===== src/rtl/data_write_buffer_pkg.sv =====
// Shared types for the data-cache write-back buffer.
// Provides the word/line types used on the cache and arbiter data ports,
// the buffer FSM state encoding, the line tag width and a pointer-width helper.
package data_write_buffer_pkg;

  localparam int WORD_W              = 32;
  localparam int LINE_W              = 256;
  localparam int DEFAULT_OFFSET_BITS = 5;
  // Tag width for the default 32-byte line: address[31:5].
  localparam int LINE_TAG_W          = WORD_W - DEFAULT_OFFSET_BITS;

  typedef logic [WORD_W-1:0] rv32i_word;
  typedef logic [LINE_W-1:0] rv32i_line;

  typedef enum logic [1:0] {
    IDLE     = 2'd0,
    FWD_READ = 2'd1,
    DRAIN    = 2'd2,
    WAIT     = 2'd3
  } wb_state_t;

  // A single-entry buffer still needs a 1-bit pointer to stay a legal vector.
  function automatic int ptr_width(input int depth);
    return (depth > 1) ? $clog2(depth) : 1;
  endfunction

endpackage


===== src/rtl/data_write_buffer_if.sv =====
// Line-granular memory port (address, read/write strobes, 256-bit data,
// one-cycle resp). The master drives the request, the slave answers it.
//   master: address, read, write, wdata out; rdata, resp in
//   slave : address, read, write, wdata in;  rdata, resp out
interface data_write_buffer_if;
  import data_write_buffer_pkg::*;

  rv32i_word address;
  logic      read;
  logic      write;
  rv32i_line wdata;
  rv32i_line rdata;
  logic      resp;

  modport master (output address, read, write, wdata, input rdata, resp);
  modport slave  (input address, read, write, wdata, output rdata, resp);
endinterface


===== src/rtl/data_write_buffer_entry_fifo.sv =====
// Line-entry FIFO of the write-back buffer.
// Holds DEPTH tagged lines with head/tail/count, and performs the parallel
// tag match against lookup_tag. The youngest valid match is reported.
// Ports:
//   clk, reset_n        clock, asynchronous active-low reset
//   lookup_tag          tag of the current cache request (also the push tag)
//   wr_data             line written on push or overwrite
//   push_en             append entry at tail
//   ovr_en, ovr_idx     overwrite the data of an existing entry (coalesce)
//   pop_en              retire the head entry
//   hit, hit_idx        youngest valid entry matching lookup_tag
//   hit_is_head         that match is the head entry
//   hit_data            data of the matching entry
//   head_tag, head_data head entry contents for the drain
//   full, empty         occupancy flags
module wb_entry_fifo
  import data_write_buffer_pkg::*;
#(
  parameter int DEPTH = 2,
  parameter int TAG_W = LINE_TAG_W
) (
  input  logic                         clk,
  input  logic                         reset_n,
  input  logic [TAG_W-1:0]             lookup_tag,
  input  rv32i_line                    wr_data,
  input  logic                         push_en,
  input  logic                         ovr_en,
  input  logic [ptr_width(DEPTH)-1:0]  ovr_idx,
  input  logic                         pop_en,
  output logic                         hit,
  output logic [ptr_width(DEPTH)-1:0]  hit_idx,
  output logic                         hit_is_head,
  output rv32i_line                    hit_data,
  output logic [TAG_W-1:0]             head_tag,
  output rv32i_line                    head_data,
  output logic                         full,
  output logic                         empty
);

  localparam int PTR_W = ptr_width(DEPTH);
  localparam int CNT_W = $clog2(DEPTH) + 1;
  typedef logic [PTR_W-1:0] ptr_t;

  logic [TAG_W-1:0] tag_mem  [DEPTH];
  rv32i_line        data_mem [DEPTH];
  logic [DEPTH-1:0] valid_reg;
  ptr_t             head_reg;
  ptr_t             tail_reg;
  logic [CNT_W-1:0] count_reg;
  logic [DEPTH-1:0] match;
  ptr_t             scan_idx;

  function automatic ptr_t ptr_inc(input ptr_t p);
    return (p == ptr_t'(DEPTH - 1)) ? '0 : p + 1'b1;
  endfunction

  generate
    for (genvar gi = 0; gi < DEPTH; gi++) begin : g_match
      assign match[gi] = valid_reg[gi] && (tag_mem[gi] == lookup_tag);
    end
  endgenerate

  // Walk from oldest (head) to youngest; the last match seen wins.
  always_comb begin
    hit      = 1'b0;
    hit_idx  = head_reg;
    scan_idx = head_reg;
    for (int k = 0; k < DEPTH; k++) begin
      scan_idx = ptr_t'(int'(head_reg) + k);
      if (match[scan_idx]) begin
        hit     = 1'b1;
        hit_idx = scan_idx;
      end
    end
  end

  assign hit_is_head = (hit_idx == head_reg);
  assign hit_data    = data_mem[hit_idx];
  assign head_data   = data_mem[head_reg];
  assign head_tag    = tag_mem[head_reg];
  assign full        = (count_reg == CNT_W'(DEPTH));
  assign empty       = (count_reg == '0);

  always_ff @(posedge clk or negedge reset_n) begin
    if (!reset_n) begin
      head_reg  <= '0;
      tail_reg  <= '0;
      count_reg <= '0;
      valid_reg <= '0;
    end else begin
      if (push_en) begin
        valid_reg[tail_reg] <= 1'b1;
        tail_reg            <= ptr_inc(tail_reg);
      end
      if (pop_en) begin
        valid_reg[head_reg] <= 1'b0;
        head_reg            <= ptr_inc(head_reg);
      end
      count_reg <= count_reg + CNT_W'(push_en) - CNT_W'(pop_en);
    end
  end

  // Payload needs no reset: valid_reg gates every use of it.
  always_ff @(posedge clk) begin
    if (push_en) begin
      tag_mem[tail_reg]  <= lookup_tag;
      data_mem[tail_reg] <= wr_data;
    end else if (ovr_en) begin
      data_mem[ovr_idx]  <= wr_data;
    end
  end

endmodule


===== src/rtl/data_write_buffer.sv =====
// Write-back buffer between the data cache memory port and the arbiter
// data port. Evicted lines are parked in a small FIFO so that the miss read
// that follows reaches memory first; reads hitting a parked line are served
// from the buffer; parked lines drain whenever no cache read is waiting.
// Ports:
//   clk, reset_n  clock, asynchronous active-low reset
//   cache         slave side facing the data cache
//   arb           master side facing the arbiter data port
//   buf_empty     no parked lines
module data_write_buffer
  import data_write_buffer_pkg::*;
#(
  parameter int DEPTH       = 2,
  parameter int OFFSET_BITS = DEFAULT_OFFSET_BITS
) (
  input  logic                   clk,
  input  logic                   reset_n,
  data_write_buffer_if.slave     cache,
  data_write_buffer_if.master    arb,
  output logic                   buf_empty
);

  localparam int TAG_W = WORD_W - OFFSET_BITS;
  localparam int PTR_W = ptr_width(DEPTH);

  wb_state_t        state_reg, state_next;
  logic             resp_reg, resp_next;
  rv32i_line        rdata_reg, rdata_next;
  logic             push_en, ovr_en, pop_en;
  logic             hit, hit_is_head, full;
  logic [PTR_W-1:0] hit_idx;
  rv32i_line        hit_data, head_data;
  logic [TAG_W-1:0] head_tag;
  logic [TAG_W-1:0] req_tag;
  logic [OFFSET_BITS-1:0] unused_offset;

  assign req_tag       = cache.address[WORD_W-1:OFFSET_BITS];
  assign unused_offset = cache.address[OFFSET_BITS-1:0];

  wb_entry_fifo #(.DEPTH(DEPTH), .TAG_W(TAG_W)) u_fifo (
    .clk         (clk),
    .reset_n     (reset_n),
    .lookup_tag  (req_tag),
    .wr_data     (cache.wdata),
    .push_en     (push_en),
    .ovr_en      (ovr_en),
    .ovr_idx     (hit_idx),
    .pop_en      (pop_en),
    .hit         (hit),
    .hit_idx     (hit_idx),
    .hit_is_head (hit_is_head),
    .hit_data    (hit_data),
    .head_tag    (head_tag),
    .head_data   (head_data),
    .full        (full),
    .empty       (buf_empty)
  );

  always_ff @(posedge clk or negedge reset_n) begin
    if (!reset_n) begin
      state_reg <= IDLE;
      resp_reg  <= 1'b0;
      rdata_reg <= '0;
    end else begin
      state_reg <= state_next;
      resp_reg  <= resp_next;
      rdata_reg <= rdata_next;
    end
  end

  // Registered responses (hit, write accept) go out during WAIT, so the
  // cache has dropped its request by the time IDLE looks at it again.
  always_comb begin
    state_next = state_reg;
    resp_next  = 1'b0;
    rdata_next = rdata_reg;
    push_en    = 1'b0;
    ovr_en     = 1'b0;
    pop_en     = 1'b0;
    case (state_reg)
      IDLE: begin
        if (cache.read) begin
          if (hit) begin
            rdata_next = hit_data;
            resp_next  = 1'b1;
            state_next = WAIT;
          end else begin
            state_next = FWD_READ;
          end
        end else if (cache.write) begin
          // The head may be on its way out, so it is never coalesced into.
          if (hit && !hit_is_head) begin
            ovr_en     = 1'b1;
            resp_next  = 1'b1;
            state_next = WAIT;
          end else if (!full) begin
            push_en    = 1'b1;
            resp_next  = 1'b1;
            state_next = WAIT;
          end else begin
            state_next = DRAIN;
          end
        end else if (!buf_empty) begin
          state_next = DRAIN;
        end
      end
      FWD_READ: if (arb.resp) state_next = WAIT;
      DRAIN: begin
        if (arb.resp) begin
          pop_en     = 1'b1;
          state_next = IDLE;
        end
      end
      WAIT:    state_next = IDLE;
      default: state_next = IDLE;
    endcase
  end

  always_comb begin
    arb.read    = 1'b0;
    arb.write   = 1'b0;
    arb.address = '0;
    arb.wdata   = '0;
    cache.rdata = rdata_reg;
    cache.resp  = resp_reg;
    case (state_reg)
      FWD_READ: begin
        arb.read    = 1'b1;
        arb.address = cache.address;
        cache.rdata = arb.rdata;
        cache.resp  = arb.resp;
      end
      DRAIN: begin
        arb.write   = 1'b1;
        arb.address = {head_tag, {OFFSET_BITS{1'b0}}};
        arb.wdata   = head_data;
      end
      default: ;
    endcase
  end

endmodule


===== src/flat_wrapper.sv =====
// flat-port wrapper written by rule: the top's interface ports become plain ports
module data_write_buffer_flat import data_write_buffer_pkg::*;
#(
  parameter int DEPTH       = 2,
  parameter int OFFSET_BITS = DEFAULT_OFFSET_BITS
)
  (clk, reset_n, buf_empty, cache_address, cache_read, cache_write, cache_wdata, cache_rdata, cache_resp, arb_address, arb_read, arb_write, arb_wdata, arb_rdata, arb_resp);
  data_write_buffer_if cache_i ();
  data_write_buffer_if arb_i ();
  input  logic clk;
  input  logic reset_n;
  output logic buf_empty;
  input wire logic [$bits(cache_i.address)-1:0] cache_address;
  input wire logic [$bits(cache_i.read)-1:0] cache_read;
  input wire logic [$bits(cache_i.write)-1:0] cache_write;
  input wire logic [$bits(cache_i.wdata)-1:0] cache_wdata;
  output wire logic [$bits(cache_i.rdata)-1:0] cache_rdata;
  output wire logic [$bits(cache_i.resp)-1:0] cache_resp;
  output wire logic [$bits(arb_i.address)-1:0] arb_address;
  output wire logic [$bits(arb_i.read)-1:0] arb_read;
  output wire logic [$bits(arb_i.write)-1:0] arb_write;
  output wire logic [$bits(arb_i.wdata)-1:0] arb_wdata;
  input wire logic [$bits(arb_i.rdata)-1:0] arb_rdata;
  input wire logic [$bits(arb_i.resp)-1:0] arb_resp;
  assign cache_i.address = cache_address;
  assign cache_i.read = cache_read;
  assign cache_i.write = cache_write;
  assign cache_i.wdata = cache_wdata;
  assign cache_rdata = cache_i.rdata;
  assign cache_resp = cache_i.resp;
  assign arb_address = arb_i.address;
  assign arb_read = arb_i.read;
  assign arb_write = arb_i.write;
  assign arb_wdata = arb_i.wdata;
  assign arb_i.rdata = arb_rdata;
  assign arb_i.resp = arb_resp;
  data_write_buffer #(.DEPTH(DEPTH), .OFFSET_BITS(OFFSET_BITS)) u_core (.clk(clk), .reset_n(reset_n), .cache(cache_i), .arb(arb_i), .buf_empty(buf_empty));
endmodule

===== config.mk =====
export PLATFORM = sky130hd
export DESIGN_NAME = data_write_buffer_flat
export DESIGN_NICKNAME = d
export VERILOG_FILES = /design/src/rtl/data_write_buffer_pkg.sv /design/src/rtl/data_write_buffer_if.sv /design/src/rtl/data_write_buffer_entry_fifo.sv /design/src/rtl/data_write_buffer.sv /design/src/flat_wrapper.sv
export SDC_FILE = /design/constraint.sdc
export NUM_CORES = 1
export LEC_CHECK = 0
export ABC_AREA = 1
export BUFFER_PORTS_ARGS = -buffer_cell sky130_fd_sc_hd__buf_2
export CORE_AREA = 5 5 424 426
export DETAILED_ROUTE_END_ITERATION = 12
export DIE_AREA = 0 0 429 431
export GPL_TIMING_DRIVEN = 1
export PLACE_DENSITY_LB_ADDON = 0.1
export SLEW_MARGIN = 20
export SYNTH_ARGS = -nofsm -noshare
export SYNTH_HDL_FRONTEND = slang
export SYNTH_SLANG_ARGS = --single-unit

===== constraint.sdc =====
create_clock -name clk -period 14.3 [get_ports clk]
set_input_delay 0.715 -clock clk [delete_from_list [all_inputs] [get_ports clk]]
set_output_delay 0.715 -clock clk [all_outputs]
set_load 0.005 [all_outputs]

==> results.md <==
* Final Skew at ~0.026 ns
* Port Buffers at approximately 1,100
* Initial Util at roughly 22%
* Worst Tran Pin Value at approximately 1.1 ns
* Synth area leader: edfxtp_1
* Setup TNS at 0 ns
* Pint at 0.00508 W
* # fillers at roughly 19,000
* Area delta synth->final at 28.4%
* # DRC at 0
* Vias in the first global route at 32,700
* Die extent in y at between 400 and 500 um
* Clock slew at reported path FFs at 0.06 ns
* Comb power frac at about a third
* Routability cong. at around 0.9
* Reg2Reg Setup Slack at a little over 9 ns
* CP cell instances: clkinv_1, buf_4, o21ai_0, nand3_1, nand2_1, a21oi_4, buf_4, buf_4, buf_4
* Core region area at between 0.15 and 0.2 mm^2
* Area of the mapped netlist at approximately 0.039 mm^2
* Initial antenna violation count at 82
* RSZ-0062 raised after global routing: false
* Total gr overflow at 0
* PD cells at 167 mW/mm^2
* First-pass GRT wire length at ~240,000 um
* Worst path most repeated cell: buf_4
* Fmax at 195 MHz
* Worst path max stage delay at ~0.77 ns
* Commonest cells after routing, fill and taps aside: nand2_1, buf_2, edfxtp_1
* Area share of fa/ha/maj cells after synthesis at less than 1%
* DR vias at 33,500
* Worst-Skew Late Latency at a little over 0.7 ns
* Setup Crit Path Kind: reg2reg
* Synth top area share at between 40% and 50%
* Max-Cap Viols at 0
* EDFF count, synth at between 500 and 600
* Max FFs per register at 512
* WP data required at ~15 ns
* GRT Total Usage at 17.4%
* Row count at between 150 and 200
* HP Class: in2reg
* Post-synthesis simple-gate area fraction at roughly 20%
* Final WS setup at 9.16 ns
* Io pins at between 1,000 and 1,500
* Mux share of post-synthesis cell area at 0%
* HPWL after detailed placement at ~120,000 um
* Routed Antenna Nets at 0
* Final period util at 35.9%
* Routed len/inst at around 22 um
* Yosys warns at 0
* Slowest-stage cell, CP: dfrtp_4
* Clock power frac at 30.9%
* Commonest non-fill, non-tap cell in the layout: nand2_1
* Peak supply drop at between 0.0001 and 0.00015 V
* Largest net degree at the start of global routing at 185
* Synth Instances at approximately 4,400
* WP buf/inv at 5
* Htree depth at 3
* Layout Nets at 5,948
* Pins over their slew limit at 0
* Sw power at around 0.0032 W
* CTS max path bufs at 3
* Layout cells sized above 1 at 23.8%
* CTS buffer count at between 100 and 150
* Crit path DAT at 5.49 ns
* Final-report hold violation count at 0
* Clk sink count at approximately 830
* Router iterations before antenna repair at 5
* Die Area at ~0.18 mm^2
* Largest family of logic cells by synthesized area: simple AND/OR/NAND/NOR gates
* Crit-path leading delay family: buffers and inverters
* Sequential power share at between 30% and 40%
* Syn_nets at 4,967
* Distinct cells, synth at 34
* Register area at 0.0236 mm^2
* Setup crit start kind: flop
* Fin area at about 0.050 mm^2
* Clock Tree Root: clkbuf_16
* DRT iter0 DRCs at between 1,500 and 2,000
* XOR/XNOR share of the synthesized area at 0.385%
* Post-placement cell area at roughly 0.046 mm^2
* Asr flop ratio synth at between 30% and 40%
* Post-synthesis compound-gate area fraction at a little under an eighth
* Hold WS at around 0.18 ns
* P_leak at around 23 nW
* Seq/Total Area, Yosys at 61.1%
* Total Routed Length at between 150,000 and 200,000 um
* Pre-CTS WS at 8.80 ns
* Final setup violation count at 0
* Die X at about 430 um
* Mean area per synthesized cell at 8.76 um^2
* Synth area leaders: edfxtp_1, dfrtp_1, nand2_1
* Min Tclk post-route at roughly 5.1 ns
* Max FO, Critical Path at 60
* Setup crit end kind: flop
* Outcome: complete, no violations
* Top FF cell, synth: edfxtp_1
* Sw Ratio at 38.7%
* Area occupied by multi-input gates at about 0.012 mm^2
* DR vias/cell at around 4.3
* Seq cells post-synth at just over 800
* TritonCTS clock tree: done
* Slew margin rel. at just under 30%
[final timing paths]
check                                             from                              to  cells past startpoint
worst min register to register    u_core.rdata_reg[23]            u_core.rdata_reg[23]                      2
worst max register to register  u_core.u_fifo.head_reg  u_core.u_fifo.data_mem[0][141]                      9
worst min-delay path                  cache_wdata[130]  u_core.u_fifo.data_mem[1][130]                      1
max in group asynchronous                      reset_n           u_core.rdata_reg[110]                      5
worst max-delay path            u_core.u_fifo.head_reg  u_core.u_fifo.data_mem[0][141]                      9
min in group asynchronous                      reset_n           u_core.rdata_reg[223]                      2
[area by class of cell]
cell class	count	share of cell area [%]
inverter	361	2.76
timing repair buffer	1144	11.9
multi-input combinational	2953	25.2
tap	2340	5.90
sequential	831	47.6
antenna	14	0.0706
clock inverter	35	0.580
clock buffer	157	6.05
[synth_stat cells, types with 12 or more instances]
| cell | count |
|---|---|
| o21ai_1 | 240 |
| nand2_1 | 1710 |
| xnor2_1 | 14 |
| buf_2 | 57 |
| dfrtp_1 | 265 |
| inv_2 | 14 |
| clkbuf_1 | 173 |
| nand4_1 | 12 |
| o21ai_0 | 309 |
| nor2_1 | 314 |
| a21oi_1 | 289 |
| nand3_1 | 18 |
| inv_1 | 340 |
| buf_6 | 23 |
| o22ai_1 | 24 |
| edfxtp_1 | 566 |
[through the flow]
stage | instances | util, % | total power, W
CTS | 7821 | 28.3 | 0.00848
floorplan | 4413 | - | 0.00440
detailed placement | 7628 | 26.4 | 0.00586
global placement | 7628 | 26.4 | 0.00587
finish | 7835 | 28.3 | 0.00828
global route | 7824 | 28.3 | 0.00881
[logic make-up after synthesis]
logic type	count (synthesis)
xor gates and xnor gates	17
DFF	831
and+or+nand+nor	2063
buffers and inverters	629
AOI/OAI and AO/OA	868
adders and majority gates	5
[routing by layer]
metal / part of all wire, % / vias up / track usage, %
li1: - / 16300 / -
met1: 42 / 16000 / 21.6
met2: 51 / 875 / 31.5
met3: 4.5 / 249 / 3.36
met4: 2.2 / 22 / 3.61
met5: 0.095 / - / 0
[power by group through the flow]
| stage | clock network (W) | registers, W | logic, W |
|---|---|---|---|
| after floorplan | 0 | 0.00285 | 0.00155 |
| after global placement | 0 | 0.00286 | 0.00301 |
| after detailed placement | 0 | 0.00285 | 0.00301 |
| after CTS | 0.00265 | 0.00281 | 0.00302 |
| after global routing | 0.00275 | 0.00282 | 0.00324 |
| final | 0.00256 | 0.00281 | 0.00292 |
[what timing repair did]
action / CTS / global route
setup buffers: 0 / 0
gates resized for setup: 0 / 0
hold buffers: 1 / 0
endpoints found under the hold margin: 52 / 0
Note: power is estimated with default switching activity, not from simulation.
